===== src/rtl/riscv_perf_counters.sv =====
// Event counters for the CPU+memory top level with an IDLE/RUN/HALTED run-control FSM
// and a one-cycle-latency read port. Define PERF_SATURATE_EN to saturate instead of wrap.
module riscv_perf_counters #(
  parameter int CNT_W   = 32,
  parameter int NUM_CNT = 12
) (
  input  logic               clk,
  input  logic               rst,
  input  logic               stat_beq,
  input  logic               stat_bne,
  input  logic               stat_blt,
  input  logic               stat_bge,
  input  logic               stat_bltu,
  input  logic               stat_bgeu,
  input  logic               stat_jal,
  input  logic               stat_jalr,
  input  logic               stat_PL_flush,
  input  logic               unknown_instr_warning_main_decode,
  input  logic               Rd_x_warning_ram,
  input  logic               start,
  input  logic               stop,
  input  logic               clr,
  input  logic               rd_req,
  input  logic [3:0]         rd_sel,
  output logic               rd_valid,
  output logic [CNT_W-1:0]   rd_data,
  output logic [NUM_CNT-1:0] ovf,
  output logic [1:0]         state
);

  typedef enum logic [1:0] {
    S_IDLE   = 2'd0,
    S_RUN    = 2'd1,
    S_HALTED = 2'd2
  } state_t;

  state_t r_state;
  state_t w_next;

  logic [CNT_W-1:0]   r_cnt [NUM_CNT];
  logic [NUM_CNT-1:0] r_ovf;
  logic               r_rd_valid;
  logic [CNT_W-1:0]   r_rd_data;

  logic               w_run;
  logic [11:0]        w_evt;
  logic [NUM_CNT-1:0] w_inc;
  logic [CNT_W-1:0]   w_rd_val;

  // Priority on coincident pulses: clr > stop > warning-halt > start.
  always_comb begin
    w_next = r_state;
    case (r_state)
      S_IDLE:   if (!clr && !stop && start) w_next = S_RUN;
      S_RUN: begin
        if (clr)                                    w_next = S_RUN;
        else if (stop)                              w_next = S_IDLE;
        else if (unknown_instr_warning_main_decode) w_next = S_HALTED;
      end
      S_HALTED: if (clr) w_next = S_IDLE;
      default:  w_next = S_IDLE;
    endcase
  end

  always_ff @(posedge clk or posedge rst) begin
    if (rst) r_state <= S_IDLE;
    else     r_state <= w_next;
  end

  assign w_run = (r_state == S_RUN);

  // Bit order follows the counter index map; bit 9 is the run-cycle counter.
  assign w_evt = {Rd_x_warning_ram, unknown_instr_warning_main_decode, 1'b1,
                  stat_PL_flush, stat_jalr, stat_jal, stat_bgeu, stat_bltu,
                  stat_bge, stat_blt, stat_bne, stat_beq};

  for (genvar g = 0; g < NUM_CNT; g++) begin : g_inc
    if (g < 12) begin : g_map
      assign w_inc[g] = w_run & w_evt[g];
    end else begin : g_none
      assign w_inc[g] = 1'b0;
    end
  end

  always_ff @(posedge clk or posedge rst) begin
    if (rst) begin
      for (int i = 0; i < NUM_CNT; i++) r_cnt[i] <= '0;
      r_ovf <= '0;
    end else if (clr) begin
      for (int i = 0; i < NUM_CNT; i++) r_cnt[i] <= '0;
      r_ovf <= '0;
    end else begin
      for (int i = 0; i < NUM_CNT; i++) begin
        if (w_inc[i]) begin
          if (&r_cnt[i]) begin
            r_ovf[i] <= 1'b1;
`ifdef PERF_SATURATE_EN
            r_cnt[i] <= r_cnt[i];
`else
            r_cnt[i] <= '0;
`endif
          end else begin
            r_cnt[i] <= r_cnt[i] + CNT_W'(1);
          end
        end
      end
    end
  end

  always_comb begin
    w_rd_val = '0;
    for (int i = 0; i < NUM_CNT; i++) begin
      if (rd_sel == 4'(i)) w_rd_val = r_cnt[i];
    end
  end

  // Read handshake: rd_req sampled on an edge yields rd_valid=1 for exactly the following
  // cycle with the pre-edge counter value; no backpressure, rd_data holds between reads.
  always_ff @(posedge clk or posedge rst) begin
    if (rst) begin
      r_rd_valid <= 1'b0;
      r_rd_data  <= '0;
    end else begin
      r_rd_valid <= rd_req;
      if (rd_req) r_rd_data <= w_rd_val;
    end
  end

  assign rd_valid = r_rd_valid;
  assign rd_data  = r_rd_data;
  assign ovf      = r_ovf;
  assign state    = r_state;

endmodule


===== config.mk =====
export PLATFORM = sky130hd
export DESIGN_NAME = riscv_perf_counters
export DESIGN_NICKNAME = d
export VERILOG_FILES = /design/src/rtl/riscv_perf_counters.sv
export SDC_FILE = /design/constraint.sdc
export NUM_CORES = 1
export LEC_CHECK = 0
export ABC_CLOCK_PERIOD_IN_PS = 21900
export CORE_MARGIN = 1.5
export CORE_UTILIZATION = 38
export CTS_CLUSTER_SIZE = 28
export DETAILED_ROUTE_END_ITERATION = 12
export SYNTH_ARGS = -nofsm -noshare
export SYNTH_HDL_FRONTEND = slang
export SYNTH_SLANG_ARGS = --single-unit

===== constraint.sdc =====
create_clock -name clk -period 21.9 [get_ports clk]
set_input_delay 6.57 -clock clk [delete_from_list [all_inputs] [get_ports clk]]
set_output_delay 6.57 -clock clk [all_outputs]
set_load 0.005 [all_outputs]

==> results.cfg <==
[timing]
drv_slew = 0
finalHoldViolations = 0
fin_setup_tns_ns = 0
skew_ns = 0.0171
max_slew.worst_pin.slew_ns = 1.24
rsz0062_at_grt = false
fin_ws_ns = 12.83
fin_crit_sh = 0.414
fmax_ghz = 0.110
maxSlewHeadroom = 0.172
final-setup-viol-count = 0
period_minus_slack_ns = 9.07

[grt]
overflow = 0
grt_pass1_wl_um = 133000
grt_pass1_vias = 21000
grt_usage = 0.259
grt_max_degree = 117
antenna_found_initial = 4

[clock_tree]
post_cts_buffers = 0
cts_tree = done
path_clk_slew_ns = 0.06
clk_path_buf_depth = 3
clockRootBuffer = clkbuf_16
numCtsBuffers = 50
cts_max_level = 2
cts_resized = 0
holdBufCountCts = 0
clock_latency_ns = 0.61
clock_sinks = 431

[placed_design]
place_congestion = 1.01
portBuffers = 67
dp_hpwl_um = 63600
post-place-ws_ns = 12.25

[power]
finalPower_uw = 1790
pwr_density_cell_nw_per_um2 = 64.2
irDropWorstVdd_mv = 0.0518
leakage_uw = 0.0107

[final_layout]
diodes = 0
regArea_um2 = 10800
fin_nets = 2774
area_growth_pct = 11.6
fillerInstances = 6244
drive_gt1_frac = 0.0777
multi_input_area_um2 = 13300

[routing]
firstDrtPassIters = 6
drt-total-wl_um = 87200
vias_per_cell = 6.07
final_antenna_net_count = 0
via_count = 22100
wl_per_cell_um = 24.0
drtIter0Drc = 2623
drc = 0

[synthesis]
async_flop_share = 1.00
synth_seq_cells = 431
ys_warn_count = 0
seq_area_frac_synth = 0.431
synthesis.area_um2 = 25000
syn_nets = 2775
synthCells = 2742
avgSynthCellArea_um2 = 9.13
synth-main-ff-cell = dfrtp_1
synth_cell_types = 90
synth-edff-count = 0

[die]
die_h_um = 260
rows = 93
dieArea_um2 = 67400
num_io_pins = 68
initial_utilization = 0.386
die_x_um = 260
core_um2 = 64800

[setup_path]
crit_buf_inv = 2
cp_cell_sequence = buf_4, buf_4, nand4b_1, or2_2, a31oi_1, o2bb2ai_1
cp_common_cell = buf_4
worstSetupPathType = input pin to register
worstPathMaxFanout = 61
crit_start = rd_sel[0]
end_kind = register
cp.arrival_ns = 9.54
critical-path-top-delay-family = simple AND/OR/NAND/NOR gates
worstSetupStartpointType = input pin
cpPeakStageDelay_ns = 0.89
crit_required_ns = 22.37
r2r_start = r_cnt[96]$_DFFE_PP0P_
crit_path_top_delay_cell = nand4b_1

[worst_hold_path]
worstHoldStart = ovf[10]$_DFFE_PP0P_
worstHoldPathType = register to register

[status]
outcome = finished clean

[flow_run]
drv_cap = 0
[cell usage after synthesis (27+ instances only)]
master	instances	area, µm²
clkbuf_1	96	360
nand3_1	125	626
nor4_1	76	475
nand2_1	195	732
dfrtp_1	431	10800
o221ai_1	30	263
inv_1	66	248
a21oi_1	103	515
nor2_1	440	1650
and4_1	40	350
xnor2_1	199	1740
mux2i_1	31	310
nand4_1	106	663
a31oi_1	27	169
nor3_1	93	465
o21ai_0	71	355
or3_1	28	175
mux2_2	29	327
and3_1	44	275
xor2_1	115	1010
[power breakdown]
group | switching [µW] | total, µW | internal, µW
logic | 93.7 | 135 | 41.2
clock network | 347 | 837 | 490
registers | 15.5 | 822 | 806
[area by class of cell]
cell class	count	area share
timing repair buffer	94	0.0308
clock inverter	14	0.00430
multi-input combinational	2095	0.478
sequential	431	0.386
inverter	69	0.00954
tap	855	0.0383
clock buffer	76	0.0534
[worst paths after layout]
| kind | slack [ns] | cells past startpoint | endpoint |
|---|---|---|---|
| worst max-delay path | 12.83 | 6 | rd_data[27]$_DFFE_PP0P_ |
| worst min-delay path | 0.49 | 1 | ovf[10]$_DFFE_PP0P_ |
| worst max register to register | 18.58 | 6 | r_cnt[127]$_DFFE_PP0P_ |
| worst min register to register | 0.49 | 1 | ovf[10]$_DFFE_PP0P_ |
| max in group asynchronous | 13.01 | 4 | r_cnt[112]$_DFFE_PP0P_ |
| min in group asynchronous | 6.52 | 2 | ovf[6]$_DFFE_PP0P_ |
[metrics by stage]
stage | instance area [µm²] | utilization | hold slack (ns) | cells
floorplan | 25000 | - | 0.461 | 2742
global placement | 26300 | 0.406 | 0.477 | 3544
detailed placement | 26300 | 0.406 | 0.480 | 3544
CTS | 27900 | 0.431 | 0.493 | 3634
global route | 27900 | 0.431 | 0.513 | 3634
finish | 27900 | 0.431 | 0.487 | 3634
[routing by layer]
| metal | GRT usage | vias up | wire, µm |
|---|---|---|---|
| met5 | 0 | - | 34 |
| met4 | 0.114 | 4 | 4240 |
| met3 | 0.0375 | 190 | 6130 |
| met2 | 0.400 | 874 | 39100 |
| met1 | 0.359 | 11100 | 37600 |
| li1 | - | 9874 | - |
[layout by cell type (no fill, tap or decap), types with 27 or more instances in the layout]
cell type and n:
inv_1 65, nor4_1 76, mux2_2 29, o21ai_0 71
a21oi_1 103, nand2_1 195, nor3_1 93, clkdlybuf4s50_1 63
nand4_1 106, xnor2_1 199, a31oi_1 27, xor2_1 115
and4_1 40, dfrtp_1 431, clkbuf_16 53, and3_1 44
or3_1 28, buf_4 30, mux2i_1 31, nand3_1 125
nor2_1 440, o221ai_1 30
[kinds of logic after synthesis]
logic type,synth area share
DFF,0.431
xor gates and xnor gates,0.110
buffers and inverters,0.0360
muxes,0.0489
and+or+nand+nor,0.253
AOI/OAI and AO/OA,0.116
adders and majority gates,0.00600
[sequential cells by signal (all words and copies together), names as in the netlist]
name	count
rd_valid	1
r_cnt	384
ovf	12
state	2
rd_data	32
[worst reg2reg max path, stage by stage, from the launching register on]
cell     delay [ns]
dfrtp_1        0.42
ha_1           0.24
nand3_1        0.14
or4_1          0.79
nor4_1         0.60
a21o_1         0.82
nor2_1         0.16
Note: power is estimated with default switching activity, not from simulation.
